File: src/rtl/stopwatch_pkg.sv
// Shared state encoding and default limits for the stopwatch controller.
package stopwatch_pkg;

    typedef enum logic [1:0] {
        ST_PAUSE  = 2'd0,
        ST_RUN    = 2'd1,
        ST_ADJUST = 2'd2
    } sw_state_t;

    localparam int DEF_MAX_MIN = 59;
    localparam int DEF_MAX_SEC = 59;
    localparam int DEF_CNT_W   = 6;

endpackage

File: src/rtl/sw_wrap_counter.sv
// Modulo-(MAX+1) up counter with synchronous clear; clear beats increment.
module sw_wrap_counter #(
    parameter int MAX = 59,
    parameter int W   = 6
) (
    input  logic         clk,
    input  logic         rst_n,
    input  logic         clr,
    input  logic         inc,
    output logic [W-1:0] value,
    output logic         at_max
);

    localparam logic [W-1:0] MAX_V = W'(MAX);

    assign at_max = (value == MAX_V);

    always_ff @(posedge clk or negedge rst_n) begin
        if (!rst_n)
            value <= '0;
        else if (clr)
            value <= '0;
        else if (inc)
            // >= so that an out-of-range value also falls back to 0
            value <= (value >= MAX_V) ? '0 : value + 1'b1;
    end

endmodule

File: src/rtl/stopwatch_ctrl.sv
// Stopwatch sequencer: run/pause/adjust FSM driving MM:SS counters and field blanking.
// Optional blink of the field being adjusted is built when STOPWATCH_BLINK_EN is defined.
module stopwatch_ctrl
    import stopwatch_pkg::*;
#(
    parameter int MAX_MIN = DEF_MAX_MIN,
    parameter int MAX_SEC = DEF_MAX_SEC,
    parameter int CNT_W   = DEF_CNT_W
) (
    input  logic             clk,
    input  logic             rst_n,
    input  logic             one_hz_tick,
    input  logic             two_hz_tick,
    input  logic             four_hz_tick,
    input  logic             pause_pulse,
    input  logic             clear_pulse,
    input  logic             adj,
    input  logic             sel,
    output logic [CNT_W-1:0] minutes,
    output logic [CNT_W-1:0] seconds,
    output logic             running,
    output logic             blank_min,
    output logic             blank_sec
);

    sw_state_t state, state_nx;
    logic      in_run, in_adj;
    logic      sec_inc, min_inc, sec_at_max, min_at_max;

    assign in_run = (state == ST_RUN);
    assign in_adj = (state == ST_ADJUST);

    // Carry into minutes only while running; adjust edits one field with no carry.
    assign sec_inc = (in_run & one_hz_tick) | (in_adj & two_hz_tick &  sel);
    assign min_inc = (in_run & one_hz_tick & sec_at_max) | (in_adj & two_hz_tick & ~sel);

    sw_wrap_counter #(.MAX(MAX_SEC), .W(CNT_W)) u_sec (
        .clk    (clk),
        .rst_n  (rst_n),
        .clr    (clear_pulse),
        .inc    (sec_inc),
        .value  (seconds),
        .at_max (sec_at_max)
    );

    sw_wrap_counter #(.MAX(MAX_MIN), .W(CNT_W)) u_min (
        .clk    (clk),
        .rst_n  (rst_n),
        .clr    (clear_pulse),
        .inc    (min_inc),
        .value  (minutes),
        .at_max (min_at_max)
    );

    // A clear swallows a same-cycle pause press; the adj level still governs ADJUST.
    always_comb begin
        state_nx = state;
        if (adj)
            state_nx = ST_ADJUST;
        else if (in_adj)
            state_nx = ST_PAUSE;
        else if (pause_pulse && !clear_pulse)
            state_nx = in_run ? ST_PAUSE : ST_RUN;
    end

    always_ff @(posedge clk or negedge rst_n) begin
        if (!rst_n) begin
            state   <= ST_PAUSE;
            running <= 1'b0;
        end else begin
            state   <= state_nx;
            running <= (state_nx == ST_RUN);
        end
    end

    logic unused_min_at_max;
    assign unused_min_at_max = min_at_max;

`ifdef STOPWATCH_BLINK_EN
    logic phase;

    always_ff @(posedge clk or negedge rst_n) begin
        if (!rst_n)
            phase <= 1'b0;
        else if (!in_adj)
            phase <= 1'b0;
        else if (four_hz_tick)
            phase <= ~phase;
    end

    assign blank_min = in_adj & ~sel & phase;
    assign blank_sec = in_adj &  sel & phase;
`else
    logic unused_four_hz;
    assign unused_four_hz = four_hz_tick;
    assign blank_min      = 1'b0;
    assign blank_sec      = 1'b0;
`endif

endmodule

File: config.mk
export PLATFORM = sky130hd
export DESIGN_NAME = stopwatch_ctrl
export DESIGN_NICKNAME = d
export VERILOG_FILES = /design/src/rtl/stopwatch_pkg.sv /design/src/rtl/sw_wrap_counter.sv /design/src/rtl/stopwatch_ctrl.sv
export SDC_FILE = /design/constraint.sdc
export NUM_CORES = 1
export LEC_CHECK = 0
export BUFFER_PORTS_ARGS = -buffer_cell sky130_fd_sc_hd__buf_2
export CAP_MARGIN = 10
export CELL_PAD_IN_SITES_DETAIL_PLACEMENT = 0
export CELL_PAD_IN_SITES_GLOBAL_PLACEMENT = 1
export CORE_MARGIN = 5
export CORE_UTILIZATION = 30
export DETAILED_ROUTE_END_ITERATION = 10
export GPL_TIMING_DRIVEN = 0
export HOLD_SLACK_MARGIN = 0.06
export MAX_ROUTING_LAYER = met4
export PLACE_DENSITY_LB_ADDON = 0.1
export SETUP_SLACK_MARGIN = 0.02
export SYNTH_ARGS = -nofsm -noshare
export SYNTH_HDL_FRONTEND = slang
export SYNTH_SLANG_ARGS = --single-unit
File: constraint.sdc
create_clock -name clk -period 1.8 [get_ports clk]
set_input_delay 0.36 -clock clk [delete_from_list [all_inputs] [get_ports clk]]
set_output_delay 0.36 -clock clk [all_outputs]
set_load 0.005 [all_outputs]
== Word-level counts from Yosys, hierarchy flattened ==
Cells that the tools add are included.

* Register bits: 15
* Bits of input ports: 9
* Output and inout port bits: 15

* $add $sub $neg: 2
* $lt $le $gt $ge: 2
* Eq/ne operators: 4
* Multiplexer cells: 10
* Bitwise logic cells: 8
* Reduce and logical (&&, ||, !) cells: 4

{| class="wikitable"
|+ Operators by type and width
! kind !! number
|-
| $mux W6 || 6
|-
| $add A6 B1 Y6 const B || 2
|-
| $ge A6 B6 Y1 const B || 2
|-
| $eq A6 B6 Y1 const B || 1
|-
| $mux W2 || 3
|-
| $and A1 B1 Y1 || 5
|-
| $eq A2 B1 Y1 const B || 2
|-
| $reduce_bool A2 Y1 || 2
|-
| $eq A2 B2 Y1 const B || 1
|-
| $or A1 B1 Y1 || 2
|-
| $logic_and A1 B1 Y1 || 1
|-
| $logic_not A1 Y1 || 1
|-
| $mux W1 || 1
|-
| $not A1 Y1 || 1
|}

== Logic depth before layout (Yosys ltp) ==
* Depth after elaboration: 6
* Gate-level depth with buffers: 6
* Gate-level depth less buffers: 5

== Hierarchy ==
A second synthesis with hierarchy kept.

* Cells, all modules: 88
* Area, all modules: 879.6 µm²

{| class="wikitable"
|+ Modules (own cells, without submodules)
! module !! times used !! cells an instance !! area each (µm²)
|-
| sw_wrap_counter || 2 || 33 || 339.1
|-
| stopwatch_ctrl || 1 || 22 || 201.4
|}

== Worst setup path before layout ==
No wires, ideal clock.

* Kind: register to register
* Start point: register u_sec.value[0]
* End point: register u_min.value[5]
* Setup time: 0.124 ns
* Data arrival time: 1.656 ns
* Required time: 1.676 ns
* Setup slack: 0.020 ns
* Stages on the path, launching flop included: 7
* Period minus slack after synthesis: 1.780 ns
* Cell sequence: dfrtp_1 -> ha_1 -> nand2b_4 -> or3_1 -> buf_6 -> a22o_1 -> a211o_1

* Cells in the longest elaborated chain, start to end: 4

{| class="wikitable"
|+ Ends and longest elaborated chain
! what !! RTL line !! text
|-
| from (decl) || sw_wrap_counter.sv:10 || <nowiki>output logic [W-1:0] value,</nowiki>
|-
| from (signal assigned) || sw_wrap_counter.sv:25 || <nowiki>value <= (value >= MAX_V) ? '0 : value + 1'b1;</nowiki>
|-
| $eq A6 B6 Y1 || sw_wrap_counter.sv:16 || <nowiki>assign at_max = (value == MAX_V);</nowiki>
|-
| $and A1 B1 Y1 || stopwatch_ctrl.sv:35 || <nowiki>assign min_inc = (in_run & one_hz_tick & sec_at_max) | (in_adj & two_hz_tick & ~sel);</nowiki>
|-
| $or A1 B1 Y1 || stopwatch_ctrl.sv:35 ||
|-
| $reduce_bool A2 Y1 (no line) || n/a ||
|-
| to (signal assigned) || sw_wrap_counter.sv:25 ||
|-
| to (decl) || sw_wrap_counter.sv:10 ||
|}

No other way between the ends.
A chain may end at the register's enable or synchronous reset.

== Final worst setup path ==
* Start point: register u_sec.value[1]
* End point: register u_min.value[5]

Same word-level chain as after synthesis.

==> out/metrics.yaml <==
pwr:
  power_density_mw_per_mm2: 696
  p_int_mw: 0.543
  leakage_nw: 0.530
  p_comb_frac: 0.226
  power_frac_seq: 0.528
  switchingPower_mw: 0.220
  switching_share: 0.288
  p_clk_frac: 0.247
  ir_drop_mv: 0.385
synth:
  yosysWarnings: 0
  yosysTopAreaCell: "dfrtp_1"
  syn_avg_cell_area_um2: 9.91
  syn_area_um2: 882
  yosysSeqAreaShare: 0.426
  synth-edff-count: 0
  synth_cells: 89
  synth_area_leaders: "dfrtp_1 (43%), a22o_1 (4.0%), a22o_2 (3.4%)"
  synth-async-reset-ratio: 1.00
  synth_top_area_frac: 0.426
  yosysUniqueCellTypes: 41
  yosysMostFrequentCell: "dfrtp_1"
  synth-seq-cells: 15
  synth_ff_type: "dfrtp_1"
  synthTopCellsByCount: "dfrtp_1 (15), nor2_1 (6), nand3_1 (5)"
hold_path:
  hold_class: "in2reg"
critical_path:
  path_class: "reg2reg"
  cp-end-kind: "flop"
  crit_fanout: 7
  required_ns: 1.97
  arrival_ns: 1.85
  start_kind: "flop"
cells_and_area:
  drive_gt1_frac: 0.357
  multiInputGateArea_um2: 500
  antenna_cells: 0
  final_nets: 127
  seq_area_um2: 375
  final-instance-count-excl-fill: 146
  syn2layout_area_growth_pct: 24.1
  fill_cells: 293
  finalInstanceArea_mm2: 0.00109
detailed_routing:
  firstDrtPassIters: 4
  routed_wl_um: 1990
  drc: 0
  drt-initial-drc-count: 46
  drtAntennaViolNets: 0
  viasPerCell: 5.26
  routedWlPerCell_um: 13.6
  vias: 768
placed_design:
  post-place-ws_ns: -0.0601
  gp_congestion: 0.747
  numPlacedInstances: 140
  numPortBuffers: 19
  place_area_mm2: 0.00102
  dpl.hpwl_um: 1490
sta:
  setup_tns_ns: 0
  maxSlewViolCount: 0
  finClkSkew_ns: 0.00461
  setup_viol: 0
  timing.final.crit_share: 0.936
  rsz0062_at_grt: "false"
  fmaxAchievable_mhz: 593
  hold_viol: 0
  setup_ws_ns: 0.115
  min_period_ns: 1.69
global_route:
  grt.overflow.total: 0
  grt_usage: 0.108
  grt_pass1_wl_um: 3480
  antenna_found_initial: 0
  grt_max_degree: 16
  grt_pass1_vias: 787
clocking:
  cts_sinks: 15
  cts_buffers: 3
  root_buffer: "clkbuf_4"
  cts_max_path_buffers: 2
  tritoncts: "yes"
  clkTransAtPathRegs_ns: 0.09
  insertion_delay_ns: 0.28
  cts-htree-levels: 1
floorplan:
  start_util: 0.317
  num_rows: 19
  die-area_mm2: 0.00412
  chipWidth_um: 64.2
  placeableCoreArea_mm2: 0.00278
  io_pins: 24
  die-height_um: 64.2
job:
  maxCapViolations: 0
run_status:
  status: "complete, no violations"
[state kept, by name, summed over array words and instances, names as in the netlist]
| name | count |
|---|---|
| u_sec.value | 6 |
| running | 1 |
| state | 2 |
| u_min.value | 6 |
[cells by family (layout without fill, tap and decap cells)]
logic type / Yosys count / count (layout) / share of synthesized area
adders and majority gates: 2 / 2 / 0.0284
and+or+nand+nor: 35 / 35 / 0.237
DFF: 15 / 15 / 0.426
xor gates and xnor gates: 1 / 1 / 0.00993
other: 1 / 2 / 0.00425
muxes: 1 / 1 / 0.0128
buffers and inverters: 8 / 33 / 0.0511
AOI/OAI and AO/OA: 26 / 26 / 0.231
[metrics by stage]
stage,hold slack (ns),power (mW),utilization
floorplan,0.0644,0.496,-
global placement,0.298,0.556,0.367
detailed placement,0.298,0.561,0.367
CTS,0.250,0.781,0.390
global route,0.256,0.825,0.394
finish,0.269,0.762,0.394
[power groups by stage]
stage               combinational (mW)  sequential [mW]  clock [mW]
finish                           0.172            0.402       0.188
global route                     0.195            0.411       0.219
CTS                              0.172            0.403       0.206
detailed placement               0.151            0.410           0
global placement                 0.148            0.408           0
floorplan                       0.0904            0.405           0
[worst max-delay path, cell delays in order, from the launching register on]
cell and delay, ns:
dfrtp_1 0.41, ha_4 0.18, nand2b_4 0.05, or3_4 0.43, a22o_1 0.22, a211o_1 0.28
[cell usage in the layout, fill, tap and decap left out, types with 2 or more instances in the layout]
cell type | netlist | layout
a21oi_1 | 3 | 2
a22o_1 | 4 | 4
a22o_2 | 3 | 3
a22oi_1 | 2 | 2
and2_1 | 2 | 2
buf_2 | 0 | 19
buf_4 | 2 | 4
clkbuf_1 | 2 | 3
clkbuf_4 | 0 | 3
conb_1 | 1 | 2
dfrtp_1 | 15 | 15
inv_1 | 3 | 3
nand2_1 | 3 | 3
nand2b_1 | 2 | 2
nand3_1 | 5 | 5
nand3b_1 | 2 | 2
nor2_1 | 6 | 6
nor2b_1 | 2 | 2
nor3_1 | 3 | 3
o21ai_0 | 3 | 3
o31ai_1 | 2 | 2
[per-layer routing]
layer,part of all wire,up-vias,track usage
met4,0.0080,0,0.0305
met1,0.45,368,0.128
met2,0.49,13,0.172
met5,0,-,-
met3,0.048,2,0.0403
li1,-,385,-
[final timing paths]
check | from | slack, ns | depth (start not counted) | endpoint
min in group asynchronous | rst_n | 0.51 | 2 | state[1]$_DFF_PN0_
hold / removal | adj | 0.27 | 2 | state[0]$_DFF_PN0_
setup / recovery | u_sec.value[1]$_DFFE_PN0P_ | 0.11 | 5 | u_min.value[5]$_DFFE_PN0P_
setup reg to reg | u_sec.value[1]$_DFFE_PN0P_ | 0.11 | 5 | u_min.value[5]$_DFFE_PN0P_
max in group asynchronous | rst_n | 1.03 | 2 | u_min.value[1]$_DFFE_PN0P_
hold reg to reg | u_sec.value[4]$_DFFE_PN0P_ | 0.57 | 1 | u_sec.value[4]$_DFFE_PN0P_
[cell type report]
| type | count | area share |
|---|---|---|
| multi-input combinational | 67 | 0.457 |
| sequential | 15 | 0.343 |
| timing repair buffer | 22 | 0.110 |
| tap | 31 | 0.0354 |
| clock buffer | 4 | 0.0240 |
| buffer | 4 | 0.0206 |
| inverter | 3 | 0.0103 |
[what timing repair did]
action / CTS / global route
resized for setup: 2 / 4
hold buffers: 1 / 0
endpoints found under the hold margin: 15 / 0
setup buffers: 2 / 0
gates cloned: 0 / 0
pin swaps: 0 / 1
endpoints found under the setup margin: 9 / 6
No activity file was read; power rests on OpenSTA's default activity.
